File: src/rtl/cursor_select_ctrl_pkg.sv
// Shared chess definitions for the cursor/select controller.
// Holds piece codes, colours, FSM state encoding and square/board helpers.
package chess_pkg;

   localparam int unsigned ADDR_W  = 6;
   localparam int unsigned COORD_W = 3;
   localparam int unsigned SQ_W    = 4;
   localparam int unsigned BOARD_W = 256;

   localparam logic [2:0] PIECE_NONE   = 3'd0;
   localparam logic [2:0] PIECE_PAWN   = 3'd1;
   localparam logic [2:0] PIECE_KNIGHT = 3'd2;
   localparam logic [2:0] PIECE_BISHOP = 3'd3;
   localparam logic [2:0] PIECE_ROOK   = 3'd4;
   localparam logic [2:0] PIECE_QUEEN  = 3'd5;
   localparam logic [2:0] PIECE_KING   = 3'd6;

   localparam logic COLOR_WHITE = 1'b0;
   localparam logic COLOR_BLACK = 1'b1;

   typedef enum logic [1:0] {
      IDLE     = 2'd0,
      SELECTED = 2'd1,
      REQUEST  = 2'd2
   } state_e;

   typedef struct packed {
      logic       color;
      logic [2:0] kind;
   } piece_t;

   function automatic logic [COORD_W-1:0] sq_row(input logic [ADDR_W-1:0] addr);
      return addr[5:3];
   endfunction

   function automatic logic [COORD_W-1:0] sq_col(input logic [ADDR_W-1:0] addr);
      return addr[2:0];
   endfunction

   // Square n occupies board bits [4n+3:4n].
   function automatic piece_t sq_piece(input logic [BOARD_W-1:0] board,
                                       input logic [ADDR_W-1:0]  addr);
      return piece_t'(board[{addr, 2'b00} +: SQ_W]);
   endfunction

endpackage

File: src/rtl/cursor_select_ctrl_if.sv
// Bus between the cursor/select controller and its environment
// (buttons, board state, renderer outputs, engine move handshake).
// Modports:
//   master - the controller: takes buttons/board/engine reply, drives display and move request
//   slave  - the environment: drives buttons/board/engine reply, observes the controller
interface cursor_select_ctrl_if;
   import chess_pkg::*;

   logic                BTN_UP;
   logic                BTN_DOWN;
   logic                BTN_LEFT;
   logic                BTN_RIGHT;
   logic                BTN_CENTER;
   logic [BOARD_W-1:0]  BOARD;
   logic [ADDR_W-1:0]   CURSOR_ADDR;
   logic [ADDR_W-1:0]   SELECT_ADDR;
   logic                SELECT_EN;
   logic [ADDR_W-1:0]   MOVE_SRC;
   logic [ADDR_W-1:0]   MOVE_DST;
   logic                MOVE_VALID;
   logic                MOVE_READY;
   logic                MOVE_LEGAL;
   logic                PLAYER;

   modport master (
      input  BTN_UP, BTN_DOWN, BTN_LEFT, BTN_RIGHT, BTN_CENTER, BOARD,
      input  MOVE_READY, MOVE_LEGAL,
      output CURSOR_ADDR, SELECT_ADDR, SELECT_EN,
      output MOVE_SRC, MOVE_DST, MOVE_VALID, PLAYER
   );

   modport slave (
      output BTN_UP, BTN_DOWN, BTN_LEFT, BTN_RIGHT, BTN_CENTER, BOARD,
      output MOVE_READY, MOVE_LEGAL,
      input  CURSOR_ADDR, SELECT_ADDR, SELECT_EN,
      input  MOVE_SRC, MOVE_DST, MOVE_VALID, PLAYER
   );

endinterface

File: src/rtl/cursor_select_ctrl_mover.sv
// cursor_mover: registered {row,col} board cursor.
// Ports: clk, rst (sync active-high), up/down/left/right pulses, en (cursor may move),
//        cursor (registered address).
// One direction acts per cycle, priority up > down > left > right.
// Edge behaviour: CURSOR_WRAP_EN defined -> wrap around, undefined -> saturate.
module cursor_mover
   import chess_pkg::*;
#(
   parameter logic [ADDR_W-1:0] START = 6'o64
) (
   input  logic              clk,
   input  logic              rst,
   input  logic              up,
   input  logic              down,
   input  logic              left,
   input  logic              right,
   input  logic              en,
   output logic [ADDR_W-1:0] cursor
);

   logic [COORD_W-1:0] row_n;
   logic [COORD_W-1:0] col_n;

   function automatic logic [COORD_W-1:0] step_dec(input logic [COORD_W-1:0] v);
`ifdef CURSOR_WRAP_EN
      return v - 3'd1;
`else
      return (v == 3'd0) ? v : v - 3'd1;
`endif
   endfunction

   function automatic logic [COORD_W-1:0] step_inc(input logic [COORD_W-1:0] v);
`ifdef CURSOR_WRAP_EN
      return v + 3'd1;
`else
      return (v == 3'd7) ? v : v + 3'd1;
`endif
   endfunction

   // Next coordinates from the highest-priority direction pulse.
   always_comb begin
      row_n = sq_row(cursor);
      col_n = sq_col(cursor);
      if (up)         row_n = step_dec(sq_row(cursor));
      else if (down)  row_n = step_inc(sq_row(cursor));
      else if (left)  col_n = step_dec(sq_col(cursor));
      else if (right) col_n = step_inc(sq_col(cursor));
   end

   always_ff @(posedge clk) begin
      if (rst)     cursor <= START;
      else if (en) cursor <= {row_n, col_n};
   end

endmodule

File: src/rtl/cursor_select_ctrl.sv
// cursor_select_ctrl: user-side sequencer for the chess board display.
// Turns button pulses into cursor/selection outputs for the renderer, checks that a
// selected square holds the mover's own piece, issues move requests to the board
// engine with a valid/ready handshake and tracks the side to move.
// Ports: CLK, RESET (sync active-high), bus (cursor_select_ctrl_if.master: buttons,
//        BOARD, CURSOR_ADDR/SELECT_ADDR/SELECT_EN, MOVE_SRC/DST/VALID/READY/LEGAL, PLAYER).
// Build option: CURSOR_WRAP_EN selects wrapping instead of saturating cursor edges.
module cursor_select_ctrl
   import chess_pkg::*;
#(
   parameter logic [ADDR_W-1:0] START_CURSOR = 6'o64,
   parameter logic              FIRST_PLAYER = COLOR_WHITE
) (
   input  logic                 CLK,
   input  logic                 RESET,
   cursor_select_ctrl_if.master bus
);

   state_e             state_q,    state_d;
   logic [ADDR_W-1:0]  sel_addr_q, sel_addr_d;
   logic               sel_en_q,   sel_en_d;
   logic [ADDR_W-1:0]  src_q,      src_d;
   logic [ADDR_W-1:0]  dst_q,      dst_d;
   logic               valid_q,    valid_d;
   logic               player_q,   player_d;
   logic [ADDR_W-1:0]  cursor;
   piece_t             cur_piece;
   logic               own_cur;

   // Cursor is frozen while a move request is outstanding.
   cursor_mover #(.START(START_CURSOR)) u_cursor (
      .clk    (CLK),
      .rst    (RESET),
      .up     (bus.BTN_UP),
      .down   (bus.BTN_DOWN),
      .left   (bus.BTN_LEFT),
      .right  (bus.BTN_RIGHT),
      .en     (state_q != REQUEST),
      .cursor (cursor)
   );

   // Ownership uses the pre-move cursor, so CENTER with a direction pulse acts on the old square.
   assign cur_piece = sq_piece(bus.BOARD, cursor);
   assign own_cur   = (cur_piece.kind != PIECE_NONE) && (cur_piece.color == player_q);

   always_ff @(posedge CLK) begin
      if (RESET) begin
         state_q    <= IDLE;
         sel_addr_q <= '0;
         sel_en_q   <= 1'b0;
         src_q      <= '0;
         dst_q      <= '0;
         valid_q    <= 1'b0;
         player_q   <= FIRST_PLAYER;
      end else begin
         state_q    <= state_d;
         sel_addr_q <= sel_addr_d;
         sel_en_q   <= sel_en_d;
         src_q      <= src_d;
         dst_q      <= dst_d;
         valid_q    <= valid_d;
         player_q   <= player_d;
      end
   end

   // Next-state and next-output logic.
   always_comb begin
      state_d    = state_q;
      sel_addr_d = sel_addr_q;
      sel_en_d   = sel_en_q;
      src_d      = src_q;
      dst_d      = dst_q;
      valid_d    = valid_q;
      player_d   = player_q;
      unique case (state_q)
         IDLE: begin
            if (bus.BTN_CENTER && own_cur) begin
               state_d    = SELECTED;
               sel_addr_d = cursor;
               sel_en_d   = 1'b1;
            end
         end
         SELECTED: begin
            if (bus.BTN_CENTER) begin
               if (cursor == sel_addr_q) begin
                  state_d  = IDLE;
                  sel_en_d = 1'b0;
               end else if (own_cur) begin
                  sel_addr_d = cursor;
               end else begin
                  state_d = REQUEST;
                  src_d   = sel_addr_q;
                  dst_d   = cursor;
                  valid_d = 1'b1;
               end
            end
         end
         REQUEST: begin
            if (bus.MOVE_READY) begin
               state_d  = IDLE;
               valid_d  = 1'b0;
               sel_en_d = 1'b0;
               if (bus.MOVE_LEGAL) player_d = ~player_q;
            end
         end
         default: state_d = IDLE;
      endcase
   end

   assign bus.CURSOR_ADDR = cursor;
   assign bus.SELECT_ADDR = sel_addr_q;
   assign bus.SELECT_EN   = sel_en_q;
   assign bus.MOVE_SRC    = src_q;
   assign bus.MOVE_DST    = dst_q;
   assign bus.MOVE_VALID  = valid_q;
   assign bus.PLAYER      = player_q;

endmodule
File: src/flat_wrapper.sv
// flat-port wrapper written by rule: the top's interface ports become plain ports
module cursor_select_ctrl_flat import chess_pkg::*;
#(
   parameter logic [ADDR_W-1:0] START_CURSOR = 6'o64,
   parameter logic              FIRST_PLAYER = COLOR_WHITE
)
  (CLK, RESET, bus_BTN_UP, bus_BTN_DOWN, bus_BTN_LEFT, bus_BTN_RIGHT, bus_BTN_CENTER, bus_BOARD, bus_MOVE_READY, bus_MOVE_LEGAL, bus_CURSOR_ADDR, bus_SELECT_ADDR, bus_SELECT_EN, bus_MOVE_SRC, bus_MOVE_DST, bus_MOVE_VALID, bus_PLAYER);
  cursor_select_ctrl_if bus_i ();
  input  logic CLK;
  input  logic RESET;
  input wire logic [$bits(bus_i.BTN_UP)-1:0] bus_BTN_UP;
  input wire logic [$bits(bus_i.BTN_DOWN)-1:0] bus_BTN_DOWN;
  input wire logic [$bits(bus_i.BTN_LEFT)-1:0] bus_BTN_LEFT;
  input wire logic [$bits(bus_i.BTN_RIGHT)-1:0] bus_BTN_RIGHT;
  input wire logic [$bits(bus_i.BTN_CENTER)-1:0] bus_BTN_CENTER;
  input wire logic [$bits(bus_i.BOARD)-1:0] bus_BOARD;
  input wire logic [$bits(bus_i.MOVE_READY)-1:0] bus_MOVE_READY;
  input wire logic [$bits(bus_i.MOVE_LEGAL)-1:0] bus_MOVE_LEGAL;
  output wire logic [$bits(bus_i.CURSOR_ADDR)-1:0] bus_CURSOR_ADDR;
  output wire logic [$bits(bus_i.SELECT_ADDR)-1:0] bus_SELECT_ADDR;
  output wire logic [$bits(bus_i.SELECT_EN)-1:0] bus_SELECT_EN;
  output wire logic [$bits(bus_i.MOVE_SRC)-1:0] bus_MOVE_SRC;
  output wire logic [$bits(bus_i.MOVE_DST)-1:0] bus_MOVE_DST;
  output wire logic [$bits(bus_i.MOVE_VALID)-1:0] bus_MOVE_VALID;
  output wire logic [$bits(bus_i.PLAYER)-1:0] bus_PLAYER;
  assign bus_i.BTN_UP = bus_BTN_UP;
  assign bus_i.BTN_DOWN = bus_BTN_DOWN;
  assign bus_i.BTN_LEFT = bus_BTN_LEFT;
  assign bus_i.BTN_RIGHT = bus_BTN_RIGHT;
  assign bus_i.BTN_CENTER = bus_BTN_CENTER;
  assign bus_i.BOARD = bus_BOARD;
  assign bus_i.MOVE_READY = bus_MOVE_READY;
  assign bus_i.MOVE_LEGAL = bus_MOVE_LEGAL;
  assign bus_CURSOR_ADDR = bus_i.CURSOR_ADDR;
  assign bus_SELECT_ADDR = bus_i.SELECT_ADDR;
  assign bus_SELECT_EN = bus_i.SELECT_EN;
  assign bus_MOVE_SRC = bus_i.MOVE_SRC;
  assign bus_MOVE_DST = bus_i.MOVE_DST;
  assign bus_MOVE_VALID = bus_i.MOVE_VALID;
  assign bus_PLAYER = bus_i.PLAYER;
  cursor_select_ctrl #(.START_CURSOR(START_CURSOR), .FIRST_PLAYER(FIRST_PLAYER)) u_core (.CLK(CLK), .RESET(RESET), .bus(bus_i));
endmodule
File: config.mk
export PLATFORM = sky130hd
export DESIGN_NAME = cursor_select_ctrl_flat
export DESIGN_NICKNAME = d
export VERILOG_FILES = /design/src/rtl/cursor_select_ctrl_pkg.sv /design/src/rtl/cursor_select_ctrl_if.sv /design/src/rtl/cursor_select_ctrl_mover.sv /design/src/rtl/cursor_select_ctrl.sv /design/src/flat_wrapper.sv
export SDC_FILE = /design/constraint.sdc
export NUM_CORES = 1
export LEC_CHECK = 0
export ABC_AREA = 1
export BUFFER_PORTS_ARGS = -buffer_cell sky130_fd_sc_hd__buf_2
export CAP_MARGIN = 20
export CORE_AREA = 2 2 114 116
export DETAILED_ROUTE_END_ITERATION = 7
export DIE_AREA = 0 0 116 118
export PLACE_DENSITY = 0.79
export SYNTH_ARGS = -nofsm -noshare
export SYNTH_HDL_FRONTEND = slang
export SYNTH_SLANG_ARGS = --single-unit
File: constraint.sdc
create_clock -name CLK -period 3.4 [get_ports CLK]
set_input_delay 0.34 -clock CLK [delete_from_list [all_inputs] [get_ports CLK]]
set_output_delay 0.34 -clock CLK [all_outputs]
set_load 0.01 [all_outputs]
---- Word level (Yosys, flattened, before mapping) ----
Cells that the tools add are included.
storage, ports and cells
  register bits after elaboration ......... 29
  output and inout port bits .............. 27
operators by class
  add/subtract/negate cells ............... 4
  eq/ne operators ......................... 19
  shifts and indexed selects .............. 1
  mux-type cells .......................... 28
  bitwise operators ....................... 5
  reduce and logical (&&, ||, !) cells .... 19
operators by type and width
  operator               count
  $shiftx A256 B9 Y4     1
  $mux W3                8
  $mux W6                4
  $ne A2 B2 Y1 const B   9
  $reduce_and A5 Y1      3
  $pmux W6 S2            1
  $reduce_and A4 Y1      3
  $mux W2                5
  $reduce_bool A2 Y1     4
  $mux W1                7
  $add A3 B1 Y3 const B  2
  $eq A3 B3 Y1 const B   2
  $eq A6 B6 Y1           1
  $logic_not A3 Y1       2
  $ne A2 B1 Y1 const B   3
  $pmux W2 S3            1
  $reduce_and A6 Y1      1
  $reduce_bool A3 Y1     2
  $sub A3 B1 Y3 const B  2
  $not A1 Y1             5
  $ne A3 B3 Y1 const B   1
  $pmux W1 S3            1
  $reduce_and A3 Y1      1
  $eq A2 B1 Y1 const B   1
  other kinds (5)        6

---- Longest topological paths before layout ----
Gate-level depths: netlist of run 1.
  depth after elaboration ................. 7
  gate-level depth with buffers ........... 21
  gate-level depth less buffers ........... 20

---- Modules after synthesis ----
A second synthesis of run 1 with hierarchy kept.
second synthesis, totals
  cell total of the unflattened synthesis .. 764
  area, all modules ....................... 3,927.5 µm²
modules (own cells, without submodules)
  module              times used  cells each  area each (µm²)  seq. area each (µm²)
  cursor_select_ctrl  1           690         3,477.1          460.4
  cursor_mover        1           74          450.4            120.1

---- Worst setup path before layout of run 1 ----
No wires, ideal clock.
  path type ............................... flip-flop to flip-flop
  start point ............................. register u_core.u_cursor.cursor[0]
  end point ............................... register u_core.dst_q[0] (netlist: u_core.bus.MOVE_DST[0])
  library setup time ...................... 0.118 ns
  data arrival time ....................... 1.903 ns
  slack ................................... 1.379 ns
  cell stages (with the launch flop) ...... 18
  path buffers ............................ 4
  path through ............................ dfxtp_1 -> buf_6 -> buf_6 -> buf_6 -> nand2_1 -> nand3_1 -> nand3_1 -> nand3_1 -> nand3_1 -> nand2_1 -> nand2_1 -> nand3_1 -> nand2_2 -> o21ai_4 -> nor2_4 -> buf_6 -> o21ai_1 -> nor2_1
between the ends
  cells in the longest elaborated chain, start to end .. 5
  elaborated cells on any way between the ends .. 8
  those cells by class .................... eq/ne (2); shift (1); bitwise (2); reduce/logical (3)
ends and longest elaborated chain
  item                                                line                            text
  from (decl)                                         cursor_select_ctrl_mover.sv:18  output logic [ADDR_W-1:0] cursor
  from (signal assigned)                              cursor_select_ctrl_mover.sv:52  else if (en) cursor <= {row_n, col_n};
  $shiftx A256 B9 Y4                                  cursor_select_ctrl_pkg.sv:43    return piece_t'(board[{addr, 2'b00} +: SQ_W]);
  $reduce_bool A3 Y1 or $eq A1 B1 Y1 (tied branches)  cursor_select_ctrl.sv:44        assign own_cur = (cur_piece.kind != PIECE_NONE) && (cur_piece.color == player_q);
  $logic_and A1 B1 Y1                                 cursor_select_ctrl.sv:44
  $not A1 Y1 (no line)                                --
  $reduce_and A4 Y1 (no line)                         --
  to (signal assigned)                                cursor_select_ctrl.sv:60        dst_q <= dst_d;
  to (decl)                                           cursor_select_ctrl.sv:23        logic [ADDR_W-1:0] dst_q, dst_d;
Several ways; a longest one is shown, not always the timed one.
A chain may end at the register's enable or synchronous reset.

---- Final worst setup path of run 1 ----
  start point ............................. register u_core.u_cursor.cursor[1]
  end point ............................... register u_core.src_q[1] (netlist: u_core.bus.MOVE_SRC[1])
between the ends
  cells in the longest elaborated chain, start to end .. 5
  elaborated cells on any way between the ends .. 8
  those cells by class .................... eq/ne (2); shift (1); bitwise (2); reduce/logical (3)
ends and longest elaborated chain
  item                                                line                          text
  $shiftx A256 B9 Y4                                  cursor_select_ctrl_pkg.sv:43
  $reduce_bool A3 Y1 or $eq A1 B1 Y1 (tied branches)  cursor_select_ctrl.sv:44
  $logic_and A1 B1 Y1                                 cursor_select_ctrl.sv:44
  $not A1 Y1 (no line)                                --
  $reduce_and A4 Y1 (no line) *                       --
  to (signal assigned)                                cursor_select_ctrl.sv:59      src_q <= src_d;
  to (decl)                                           cursor_select_ctrl.sv:22      logic [ADDR_W-1:0] src_q, src_d;
Mark *: on every way between the ends. The rest lies on a longest branch, timed or not.

==> impl_metrics.csv, run 1 <==
group,metric,value,unit
run_status,outcome,"complete, no violations",
sta,grt_setup_unrepaired,"no",
yosys,muxShareOfSynthArea,0,
critical_path,worst-path-max-fanout,47,
global_routing,grt_use_total,0.2347,
critical_path,worst_ep_arrival_time,2.89,ns
yosys,synth-simple-area-share,0.5627,
yosys,synth-seq-area-share,0.1399,
critical_path,timing.critical_path.mode_cell,"nand2_1",
power,share_of_power_burned_in_combinational_logic,0.601,
power,internal_power,1.388,mW
power,power.sequential.fraction,0.197,
min_path,timing.hold.worst.start,"RESET",
yosys,yosysWarningCount,0,
power,switching_share,0.4684,
min_path,hold_path_class,"in2reg",
global_routing,grt_antenna_before_repair,1,
place,gp_routability_congestion,0.9230,
yosys,synth_xor_area_frac,0.004222,
die,rows,41,
yosys,avgSynthCellArea,5.129,sq um
cells_and_area,drive_gt1_frac,0.3069,
sta,timing.fmax,366.4,MHz
sta,final_max_slew_viol_count,0,
sta,worst_clock_skew,0.006379,ns
routing,vias_per_inst,4.740,
clock_network,clock_insertion_delay_worst_skew,0.28,ns
yosys,post_synth_num_cell_types,37,
global_routing,grt_pass1_wl,26.19,mm
cells_and_area,areaGrowthSynthToFinish,39.60,%
sta,timing_hold_violations_final,0,
clock_network,cts.repair.resized,0,
power,peakVddDrop,348.7,uV
clock_network,worst_setup_hold_path_clk_slew,0.06,ns
clock_network,cts_buffers,5,
routing,route.detailed.drc,0,
yosys,yosys.area_share.adder,0.02171,
global_routing,grt_start_max_net_pins,83,
critical_path,timing.critical_path.required,3.56,ns
yosys,synth_enable_flop_cells,0,
global_routing,grt_remaining_overflow,0,
routing,drt_pre_antenna_iters,5,
yosys,complex_gate_fraction_of_the_synthesized_area,0.09258,
sta,post-route-min-period,2.729,ns
sta,worst_margin_pin_slew,0.7686,ns
clock_network,postCtsSetupBuffers,0,
critical_path,type_of_the_worst_setup_path,"reg2reg",
critical_path,timing.rr.end,"u_core.bus.MOVE_SRC[1]",
routing,ant_nets,0,
critical_path,ff2ff_path_depth,14,
power,design_power_total,2.612,mW
die,die_h,118,um
critical_path,slowest_delay,0.43,ns
cells_and_area,num-nets-final,1342,
power,power_frac_clock,0.202,
power,power_per_cell_area,450.9,nW/um^2
yosys,synth_fp_nets,1080,
critical_path,critical-path-top-delay-family,"simple AND/OR/NAND/NOR gates",
critical_path,cp_num_buf_inv,2,
clock_network,max-clock-path-buffers,2,
yosys,synthesis.instances,809,
die,floorplan.initialDensity,0.3342,
yosys,synth_seq_cells,29,
sta,timing.final.crit_share,0.8027,
clock_network,root_buffer,"clkbuf_16",
power,net-switching-power,1.223,mW
yosys,async_flop_share,0,
die,floorplan.die_area,13690,sq um
critical_path,critPathLaunchType,"register",
clock_network,cts_htree_levels,2,
die,floorplan.core_area,12410,sq um
clock_network,cts.sink_count,29,
critical_path,critical_path.reg2reg.startpoint,"u_core.u_cursor.cursor[1]",
routing,detailroute.via_count,5896,
sta,timing.final.setup_violations,0,
routing,initialDrtViolationCount,339,
min_path,hold_depth,2,
critical_path,setup.worst_path.end_class,"register",
cells_and_area,antenna_cells,0,
cells_and_area,filler_cell_count,1362,
critical_path,worst_path_max_delay_cell,"buf_4",
place,placement.io_buffers,291,
flow_run,cap_violations,0,
yosys,syn-cell-area,4149,sq um
yosys,synth_top_flop_cell,"dfxtp_1",
yosys,synth_top_family_by_area,"simple AND/OR/NAND/NOR gates",
die,floorplan.die.width,116,um
power,leakage_power,3.429,nW
cells_and_area,utilization_of_the_core_after_routing,0.4665,
min_path,min_to,"u_core.bus.MOVE_VALID",
routing,post_drt_wl_per_cell,13.36,um
clock_network,cts_tree,"built",
global_routing,first_global_vias,5675,
die,design.portCount,292,
routing,drt_wl_total,16.62,mm
critical_path,timing.critical_path.cells,"buf_4 -> nand2_1 -> inv_2 -> o21ai_0 -> nand4_1 -> nand3_1 -> nand3_1 -> nand2_1 -> nand2_1 -> nand2_2 -> o21ai_4 -> nor2_4 -> o21ai_0 -> nor2_1",
critical_path,rrSetupSlack,0.67,ns
sta,finalSetupTns,0,ns
clock_network,cts-hold-fix-buffers,0,
sta,maxSlewHeadroom,0.4871,
place,place_hpwl,13.12,mm
## per-stage QoR
step           hold slack (ns)  instance area, sq um  setup WS, ns  instances
3_5_place_dp            0.4545                  5615        0.6875       1236
5_1_grt                 0.3609                  5792        0.4402       1244
4_1_cts                 0.3501                  5792        0.6732       1244
2_1_floorplan           0.4828                  4149         1.379        809
6_report                0.3487                  5792        0.6707       1244
3_3_place_gp            0.4518                  5615        0.7385       1236
## synthesized netlist by cell type (2+ instances only)
master    instances  area share
inv_2             2      0.0018
fa_1              2      0.0097
buf_2            19       0.023
o211ai_1          8       0.014
clkbuf_1          8      0.0072
o21ai_0          24       0.029
nand2_4           2      0.0054
nand2_2           3      0.0045
nor3_1           16       0.019
nand4_1           9       0.014
buf_1             2      0.0018
o21bai_1          6       0.011
nor2_1          115        0.10
buf_4             7       0.013
nand3_1         118        0.14
nand2_1         256        0.23
nand3b_1          2      0.0036
dfxtp_1          29        0.14
o21ai_1          12       0.014
ha_1              4       0.012
or2_1             6      0.0090
o31ai_1           2      0.0036
inv_1           112        0.10
inv_4             2      0.0030
nor4b_1           2      0.0042
or2_2             4      0.0060
buf_6            10       0.027
xor2_1            2      0.0042
a21oi_1          11       0.013
or2_0             6      0.0090
nor2_4            2      0.0054
## worst max path at each step
stage | startpoint | endpoint | slack, ns | cells past startpoint
final | u_core.u_cursor.cursor[1] | u_core.bus.MOVE_SRC[1] | 0.67 | 14
after global routing | u_core.u_cursor.cursor[1] | u_core.bus.MOVE_SRC[0] | 0.44 | 15
after CTS | u_core.u_cursor.cursor[1] | u_core.bus.MOVE_SRC[1] | 0.67 | 14
after detailed placement | u_core.u_cursor.cursor[1] | u_core.bus.MOVE_SRC[1] | 0.69 | 14
after global placement | u_core.u_cursor.cursor[1] | u_core.bus.MOVE_SRC[1] | 0.74 | 14
after floorplan | u_core.u_cursor.cursor[0] | u_core.bus.MOVE_DST[0] | 1.38 | 17
## logic make-up (layout without fill, tap and decap cells)
| group | Yosys count | in the layout |
|---|---|---|
| AOI/OAI and AO/OA | 65 | 65 |
| xor gates and xnor gates | 2 | 2 |
| adders and majority gates | 6 | 6 |
| DFF | 29 | 29 |
| and+or+nand+nor | 544 | 544 |
| buffers and inverters | 163 | 426 |
## layout by cell type, fill, tap and decap left out, types with 2 or more instances in the layout
| cell | n |
|---|---|
| a21oi_1 | 11 |
| buf_2 | 291 |
| buf_4 | 9 |
| clkbuf_16 | 5 |
| dfxtp_1 | 27 |
| fa_1 | 2 |
| ha_1 | 4 |
| inv_1 | 112 |
| inv_2 | 2 |
| inv_4 | 2 |
| nand2_1 | 256 |
| nand2_2 | 3 |
| nand2_4 | 2 |
| nand3_1 | 118 |
| nand3b_1 | 2 |
| nand4_1 | 9 |
| nor2_1 | 115 |
| nor2_4 | 2 |
| nor3_1 | 16 |
| nor4b_1 | 2 |
| o211ai_1 | 8 |
| o21ai_0 | 24 |
| o21ai_1 | 12 |
| o21bai_1 | 6 |
| o31ai_1 | 2 |
| or2_0 | 6 |
| or2_1 | 6 |
| or2_2 | 4 |
| xor2_1 | 2 |
## routing by layer
metal | global-route usage | part of all wire
met1 | 0.2936 | 0.44
met2 | 0.4035 | 0.46
met3 | 0.04274 | 0.080
met4 | 0.07292 | 0.024
met5 | 0 | 0
## layout make-up
cell class / instances / area (sq um) / area share
multi-input combinational: 617 / 2826 / 0.4880
timing repair buffer: 301 / 1544 / 0.2666
sequential: 29 / 585.6 / 0.1011
inverter: 117 / 444.2 / 0.07669
tap: 172 / 215.2 / 0.03716
clock buffer: 6 / 138.9 / 0.02398
clock inverter: 2 / 37.54 / 0.006481
## worst reg2reg max path: stages (launching register included)
cell	delay (ns)
dfxtp_2	0.33
buf_4	0.43
nand2_1	0.20
inv_2	0.14
o21ai_0	0.13
nand4_1	0.14
nand3_1	0.14
nand3_1	0.12
nand2_1	0.05
nand2_1	0.07
nand2_2	0.10
o21ai_4	0.40
nor2_4	0.14
o21ai_0	0.18
nor2_1	0.05
## power by group through the flow
stage | logic, mW | registers (mW) | clock network [mW]
3_3_place_gp | 1.55 | 0.522 | 0
6_report | 1.57 | 0.515 | 0.527
3_5_place_dp | 1.57 | 0.518 | 0
2_1_floorplan | 1.09 | 0.531 | 0
4_1_cts | 1.58 | 0.513 | 0.531
5_1_grt | 1.78 | 0.527 | 0.553
## registers in the layout, indices dropped and copies added (netlist names)
signal and count:
u_core.bus.MOVE_DST 6, u_core.bus.MOVE_SRC 6, u_core.bus.SELECT_ADDR 6, u_core.u_cursor.cursor 6
u_core.state_q 2, u_core.bus.MOVE_VALID 1, u_core.bus.PLAYER 1, u_core.bus.SELECT_EN 1
Power figures use the tool's default switching activity.
==> run 2: changes to the inputs <==
Settings changed: CORE_AREA 2 2 114 116 to 2 2 113 115, DIE_AREA 0 0 116 118 to 0 0 115 117, PLACE_DENSITY 0.79 to 0.83.
Clock period 3.4 ns to 2.5 ns, I/O delays scaled along.
==> run 2 against run 1 <==
Maximum frequency is 15% higher. Design area is 6.4% higher. Die area down 1.7%. Critical endpoint is now u_core.bus.MOVE_SRC[3]. Global-route usage increased by 0.27 points. Largest power group unchanged. Sequential power increased by 37%. Critical path depth up 2. Via count is 2.7% higher.
==> impl_metrics.csv, run 2 (synthesis results as in run 1) <==
group,metric,value,unit
run_status,outcome,"complete, no violations",
clock_network,root_buffer,"clkbuf_16",
sta,timing.fmax,420.8,MHz
min_path,timing.hold.worst.start,"RESET",
die,floorplan.die_area,13460,sq um
place,placement.io_buffers,291,
sta,timing_hold_violations_final,0,
die,floorplan.initialDensity,0.3370,
critical_path,critical_path.reg2reg.startpoint,"u_core.u_cursor.cursor[0]",
min_path,hold_path_class,"in2reg",
clock_network,max-clock-path-buffers,2,
die,floorplan.die.width,115,um
critical_path,cp_num_buf_inv,4,
sta,finalHoldWorstSlack,0.2706,ns
critical_path,timing.critical_path.mode_cell,"nand3_1",
power,power_per_cell_area,613.3,nW/um^2
critical_path,rrSetupSlack,0.12,ns
sta,worst_clock_skew,0.004653,ns
critical_path,crit_start,"u_core.u_cursor.cursor[0]",
routing,drt_pre_antenna_iters,5,
die,design.portCount,292,
sta,final_max_slew_viol_count,0,
clock_network,cts_tree,"built",
routing,detailroute.via_count,6054,
critical_path,critPathLaunchType,"register",
critical_path,critical-path-top-delay-family,"simple AND/OR/NAND/NOR gates",
sta,post-route-min-period,2.376,ns
clock_network,clock_insertion_delay_worst_skew,0.28,ns
routing,drt_wl_total,18.03,mm
critical_path,type_of_the_worst_setup_path,"reg2reg",
power,design_power_total,3.778,mW
cells_and_area,layout.cells.most_common_list,"buf_2 (291), nand2_1 (254), nor2_1 (114), nand3_1 (114), inv_1 (112)",
global_routing,grt_remaining_overflow,0,
critical_path,timing.rr.end,"u_core.bus.MOVE_SRC[3]",
routing,initialDrtViolationCount,396,
critical_path,worst_path_max_delay_cell,"dfxtp_4",
critical_path,worst-path-max-fanout,10,
global_routing,grt_antenna_before_repair,0,
place,placed_cell_area,5690,sq um
global_routing,grt_use_total,0.2374,
die,die_h,117,um
power,peakVddDrop,615.4,uV
cells_and_area,drive_gt1_frac,0.3272,
place,place_hpwl,13.00,mm
critical_path,worst_ep_arrival_time,2.59,ns
routing,vias_per_inst,4.863,
clock_network,worst_setup_hold_path_clk_slew,0.05,ns
clock_network,cts_htree_levels,2,
global_routing,grt_pass1_wl,25.53,mm
cells_and_area,stdcell_count,1245,
global_routing,first_global_vias,5380,
sta,worst_margin_pin_slew,0.6008,ns
sta,timing.final.setup_violations,0,
clock_network,cts.sink_count,29,
cells_and_area,final_common_cell,"buf_2",
cells_and_area,num-nets-final,1364,
cells_and_area,areaGrowthSynthToFinish,48.46,%
clock_network,cts_buffers,5,
min_path,min_to,"u_core.bus.MOVE_VALID",
power,leakage_power,3.599,nW
place,gp_routability_congestion,0.9179,
sta,maxSlewHeadroom,0.5990,
critical_path,timing.critical_path.cells,"buf_12 -> nor2_1 -> buf_6 -> buf_4 -> a21oi_1 -> nand3_1 -> nand3_1 -> nand3_1 -> nand2_1 -> nand2_1 -> nand2_2 -> o21ai_4 -> nor2_4 -> buf_4 -> o21ai_1 -> nor2_1",
die,rows,41,
place,dp_cells,1221,
routing,post_drt_wl_per_cell,14.48,um
routing,route.detailed.drc,0,
cells_and_area,filler_cell_count,1311,
critical_path,setup.worst_path.end_class,"register",
cells_and_area,finish.instance_area,6160,sq um
flow_run,cap_violations,0,
critical_path,slowest_delay,0.48,ns
critical_path,timing.critical_path.required,2.71,ns
min_path,hold_depth,2,
sta,timing.final.crit_share,0.9505,
global_routing,grt_start_max_net_pins,75,
routing,ant_nets,0,
cells_and_area,utilization_of_the_core_after_routing,0.5003,
die,floorplan.core_area,12310,sq um
critical_path,ff2ff_path_depth,16,
## run 2: cell types whose count changed in the layout (fill, tap and decap cells not counted), sizes merged
cell	before	now
buf	301	318
clkinvlp	1	0
clkbuf	6	13
bufinv	1	0
diode	0	1
## run 2: layer usage
layer,vias to the layer above,global-route usage,share of wire,wire (um)
met5,-,0,0,0
li1,3086,-,-,-
met1,2669,0.3025,0.43,7776
met4,0,0.06265,0.015,265
met2,271,0.4204,0.47,8553
met3,28,0.03502,0.079,1432
## run 2: timing repair
action | 4_1_cts | 5_1_grt
resized for setup | 0 | 28
endpoints found under the setup margin | 0 | 22
buffers inserted | 0 | 8
hold buffers | 0 | 0
## run 2: where the power goes
group	total, mW	internal, mW	switching (mW)
clock	0.600	0.396	0.204
combinational	2.47	0.993	1.48
sequential	0.708	0.589	0.119
total	3.78	1.98	1.80
## run 2: metrics by stage
step / setup TNS [ns] / worst slack [ns]
floorplan: 0 / 0.4790
global placement: 0 / 0.09741
detailed placement: 0 / 0.07385
CTS: 0 / 0.04101
global route: -0.08789 / -0.04475
finish: 0 / 0.1237
## run 2: worst register-to-register path, stage by stage, from the launching register on
cell     delay (ns)
dfxtp_4        0.48
buf_12         0.16
nor2_1         0.05
buf_6          0.14
buf_4          0.14
a21oi_1        0.13
nand3_1        0.09
nand3_1        0.13
nand3_1        0.09
nand2_1        0.06
nand2_1        0.05
nand2_2        0.13
o21ai_4        0.09
nor2_4         0.21
buf_4          0.16
o21ai_1        0.06
nor2_1         0.12
## run 2: worst max-delay path by stage
stage / to / depth (start not counted) / slack, ns
floorplan: u_core.bus.MOVE_DST[0] / 17 / 0.48
global placement: u_core.bus.SELECT_ADDR[5] / 16 / 0.1
detailed placement: u_core.bus.MOVE_SRC[2] / 14 / 0.07
CTS: u_core.bus.MOVE_SRC[2] / 14 / 0.04
global route: u_core.bus.SELECT_ADDR[1] / 17 / -0.04
finish: u_core.bus.MOVE_SRC[3] / 16 / 0.12
## run 2: final cells by class
class / instances / area, sq um / share of cell area
Inverter: 117 / 460.4 / 0.07475
Timing Repair Buffer: 323 / 1893 / 0.3073
Antenna cell: 1 / 2.502 / 0.0004063
Tap cell: 150 / 187.7 / 0.03047
Multi-Input combinational cell: 617 / 2882 / 0.4678
Sequential cell: 29 / 588.1 / 0.09547
Clock buffer: 8 / 146.4 / 0.02377
==> run 3: changes to the inputs <==
Settings changed: CORE_AREA 2 2 113 115 to 2 2 115 117, DIE_AREA 0 0 115 117 to 0 0 117 119, PLACE_DENSITY 0.83 to 0.79, SLEW_MARGIN from default to 20, SYNTH_HIERARCHICAL from default to 1.
==> run 3 against run 2 <==
Power shrank 1.0%. Area after synthesis shrank 5.3%. Critical path depth grew 1. Utilization shrank 4.8 points. Largest cell class unchanged. Highest routed layer is now met5.
==> impl_metrics.csv, run 3 <==
group,metric,value,unit
min_path,min_to,"u_core/bus.PLAYER",
flow_run,cap_violations,0,
critical_path,type_of_the_worst_setup_path,"reg2reg",
cells_and_area,layout.cells.most_common_list,"buf_2 (291), nand2_1 (277), nand3_1 (139)",
routing,vias_per_inst,4.693,
place,gp_routability_congestion,0.9309,
yosys,synthesis.instances,764,
sta,worst_margin_pin_slew,0.6405,ns
sta,finalSetupTns,0,ns
min_path,timing.hold.worst.start,"bus_MOVE_LEGAL",
critical_path,timing.critical_path.required,2.70,ns
clock_network,clock_insertion_delay_worst_skew,0.27,ns
critical_path,ff2ff_path_depth,17,
place,placement.io_buffers,291,
die,die_h,119,um
global_routing,grt_use_total,0.2236,
sta,timing.final.setup_violations,0,
critical_path,critical_path.reg2reg.startpoint,"u_core/u_cursor/cursor[1]",
routing,route.detailed.drc,0,
critical_path,setup.worst_path.end_class,"register",
routing,detailroute.via_count,5740,
global_routing,first_global_vias,5102,
power,design_power_total,3.739,mW
clock_network,cts-hold-fix-buffers,0,
routing,drt_wl_total,16.56,mm
place,pre_cts_ws,0.1080,ns
yosys,synth_area_leader_cell,"nand2_1",
sta,grt_setup_unrepaired,"yes",
global_routing,grt_start_max_net_pins,34,
die,rows,42,
sta,finalHoldWorstSlack,0.2727,ns
sta,final_max_slew_viol_count,0,
yosys,synth_fp_nets,1035,
cells_and_area,utilization_of_the_core_after_routing,0.4524,
power,peakVddDrop,383.6,uV
sta,timing_hold_violations_final,0,
yosys,synth_enable_flop_cells,0,
clock_network,root_buffer,"clkbuf_16",
global_routing,grt_remaining_overflow,0,
die,floorplan.die_area,13920,sq um
critical_path,worst_ep_arrival_time,2.50,ns
die,floorplan.initialDensity,0.3051,
routing,ant_nets,0,
clock_network,cts_tree,"built",
routing,drt_pre_antenna_iters,5,
yosys,avgSynthCellArea,5.141,sq um
yosys,async_flop_share,0,
routing,initialDrtViolationCount,499,
min_path,hold_depth,3,
die,floorplan.core_area,12870,sq um
yosys,ys_top_cells_by_count,"nand2_1 (277), nand3_1 (139), nor2_1 (111), inv_1 (69), dfxtp_1 (29)",
place,place_hpwl,13.20,mm
clock_network,cts_buffers,5,
cells_and_area,num-nets-final,1316,
sta,timing.final.crit_share,0.9185,
yosys,post-synth-top-area-fraction,0.2647,
clock_network,cts.sink_count,29,
yosys,synth_top_flop_cell,"dfxtp_1",
critical_path,worst-path-max-fanout,33,
min_path,hold_path_class,"in2reg",
yosys,synth.top_cells.by_area,"nand2_1 (26%), nand3_1 (18%), dfxtp_1 (15%)",
die,design.portCount,292,
routing,post_drt_wl_per_cell,13.54,um
sta,maxSlewHeadroom,0.5725,
critical_path,timing.rr.end,"u_core/bus.SELECT_ADDR[5]",
die,floorplan.die.width,117,um
critical_path,critPathLaunchType,"register",
yosys,yosys.cell_count.top_type,"nand2_1",
power,leakage_power,3.380,nW
yosys,yosysWarningCount,6,
clock_network,max-clock-path-buffers,2,
cells_and_area,areaGrowthSynthToFinish,48.30,%
sta,post-route-min-period,2.296,ns
cells_and_area,filler_cell_count,1428,
power,power_per_cell_area,641.9,nW/um^2
sta,worst_clock_skew,0.004082,ns
critical_path,rrSetupSlack,0.20,ns
global_routing,grt_antenna_before_repair,2,
cells_and_area,final_common_cell,"buf_2",
yosys,post_synth_num_cell_types,30,
yosys,synth_seq_cells,29,
clock_network,worst_setup_hold_path_clk_slew,0.05,ns
yosys,syn-cell-area,3928,sq um
global_routing,grt_pass1_wl,24.63,mm
cells_and_area,drive_gt1_frac,0.3289,
yosys,synth-seq-area-share,0.1478,
clock_network,cts_htree_levels,2,
sta,timing.fmax,435.5,MHz
run_status,outcome,"complete, no violations",
sta,pnr_worst_setup_slack,0.2039,ns
==> run 3: changes by cell type in the layout (fill, tap and decap cells not counted), moves of 5 or more <==
cell	change
or2_0	-6
o21ai_1	+6
nand2_1	+23
o21bai_1	-6
inv_1	-43
buf_6	-7
nor3_1	-12
nand2_2	-5
nand4_1	-5
clkbuf_16	-5
nand3_1	+25
o21ai_0	-13
a21oi_1	+7
==> run 3: report_power, final <==
group	switching [mW]	internal, mW	total [mW]
clock	0.201	0.497	0.698
sequential	0.117	0.586	0.703
combinational	1.41	0.927	2.34
==> run 3: cells by family after synthesis <==
kind of cell / share of synthesized area
simple gates: 0.5980
compound gates: 0.07837
flops: 0.1478
buf+inv: 0.1395
fa+ha+maj: 0.02294
xor+xnor: 0.01338
==> run 3: worst max-delay path by stage <==
stage / startpoint / end / slack [ns]
after floorplan: u_core/u_cursor/cursor[0] / u_core/bus.SELECT_ADDR[2] / 0.36
after global routing: u_core/u_cursor/cursor[0] / u_core/bus.SELECT_ADDR[5] / -0.003
after detailed placement: u_core/u_cursor/cursor[0] / u_core/bus.MOVE_SRC[2] / 0.11
after global placement: u_core/u_cursor/cursor[0] / u_core/bus.MOVE_SRC[3] / 0.13
after CTS: u_core/u_cursor/cursor[0] / u_core/bus.MOVE_SRC[2] / 0.08
final: u_core/u_cursor/cursor[1] / u_core/bus.SELECT_ADDR[5] / 0.20
==> run 3: routing by layer <==
layer  track usage  vias up  share of wire
li1              -     2966              -
met1        0.2846     2504           0.44
met2        0.3884      245           0.47
met3       0.03461       23          0.073
met4       0.05956        2          0.016
met5             0        -        0.00079
==> run 3: critical path: stages, from the launching register on <==
cell,delay [ns]
dfxtp_2,0.49
inv_2,0.09
buf_12,0.18
nor2_1,0.13
o21ai_1,0.08
nand2_1,0.07
nor2_1,0.04
nor2_1,0.12
nor2_1,0.06
nand2_1,0.09
nand3_2,0.09
nand2_4,0.14
nand3_2,0.11
nand2_4,0.14
inv_2,0.06
nor2_4,0.15
nor2_1,0.06
nor2_1,0.12
==> run 3: what timing repair did <==
| item | 4_1_cts | 5_1_grt |
|---|---|---|
| buffers inserted | 0 | 2 |
| resized for setup | 0 | 4 |
| endpoints found under the setup margin | 0 | 19 |
==> run 3: area by class of cell <==
type / instances / area, sq um / area share
multi-input combinational: 621 / 2811 / 0.4827
timing repair buffer: 316 / 1757 / 0.3016
sequential: 29 / 585.6 / 0.1005
clock inverter: 1 / 30.03 / 0.005156
inverter: 72 / 275.3 / 0.04726
tap: 176 / 220.2 / 0.03781
clock buffer: 7 / 142.6 / 0.02449
antenna: 1 / 2.502 / 0.0004296
==> run 3: metrics by stage <==
step                instances  instance area (sq um)
floorplan                 764                   3928
global placement         1212                   5617
detailed placement       1212                   5617
CTS                      1220                   5789
global route             1223                   5824
finish                   1223                   5824
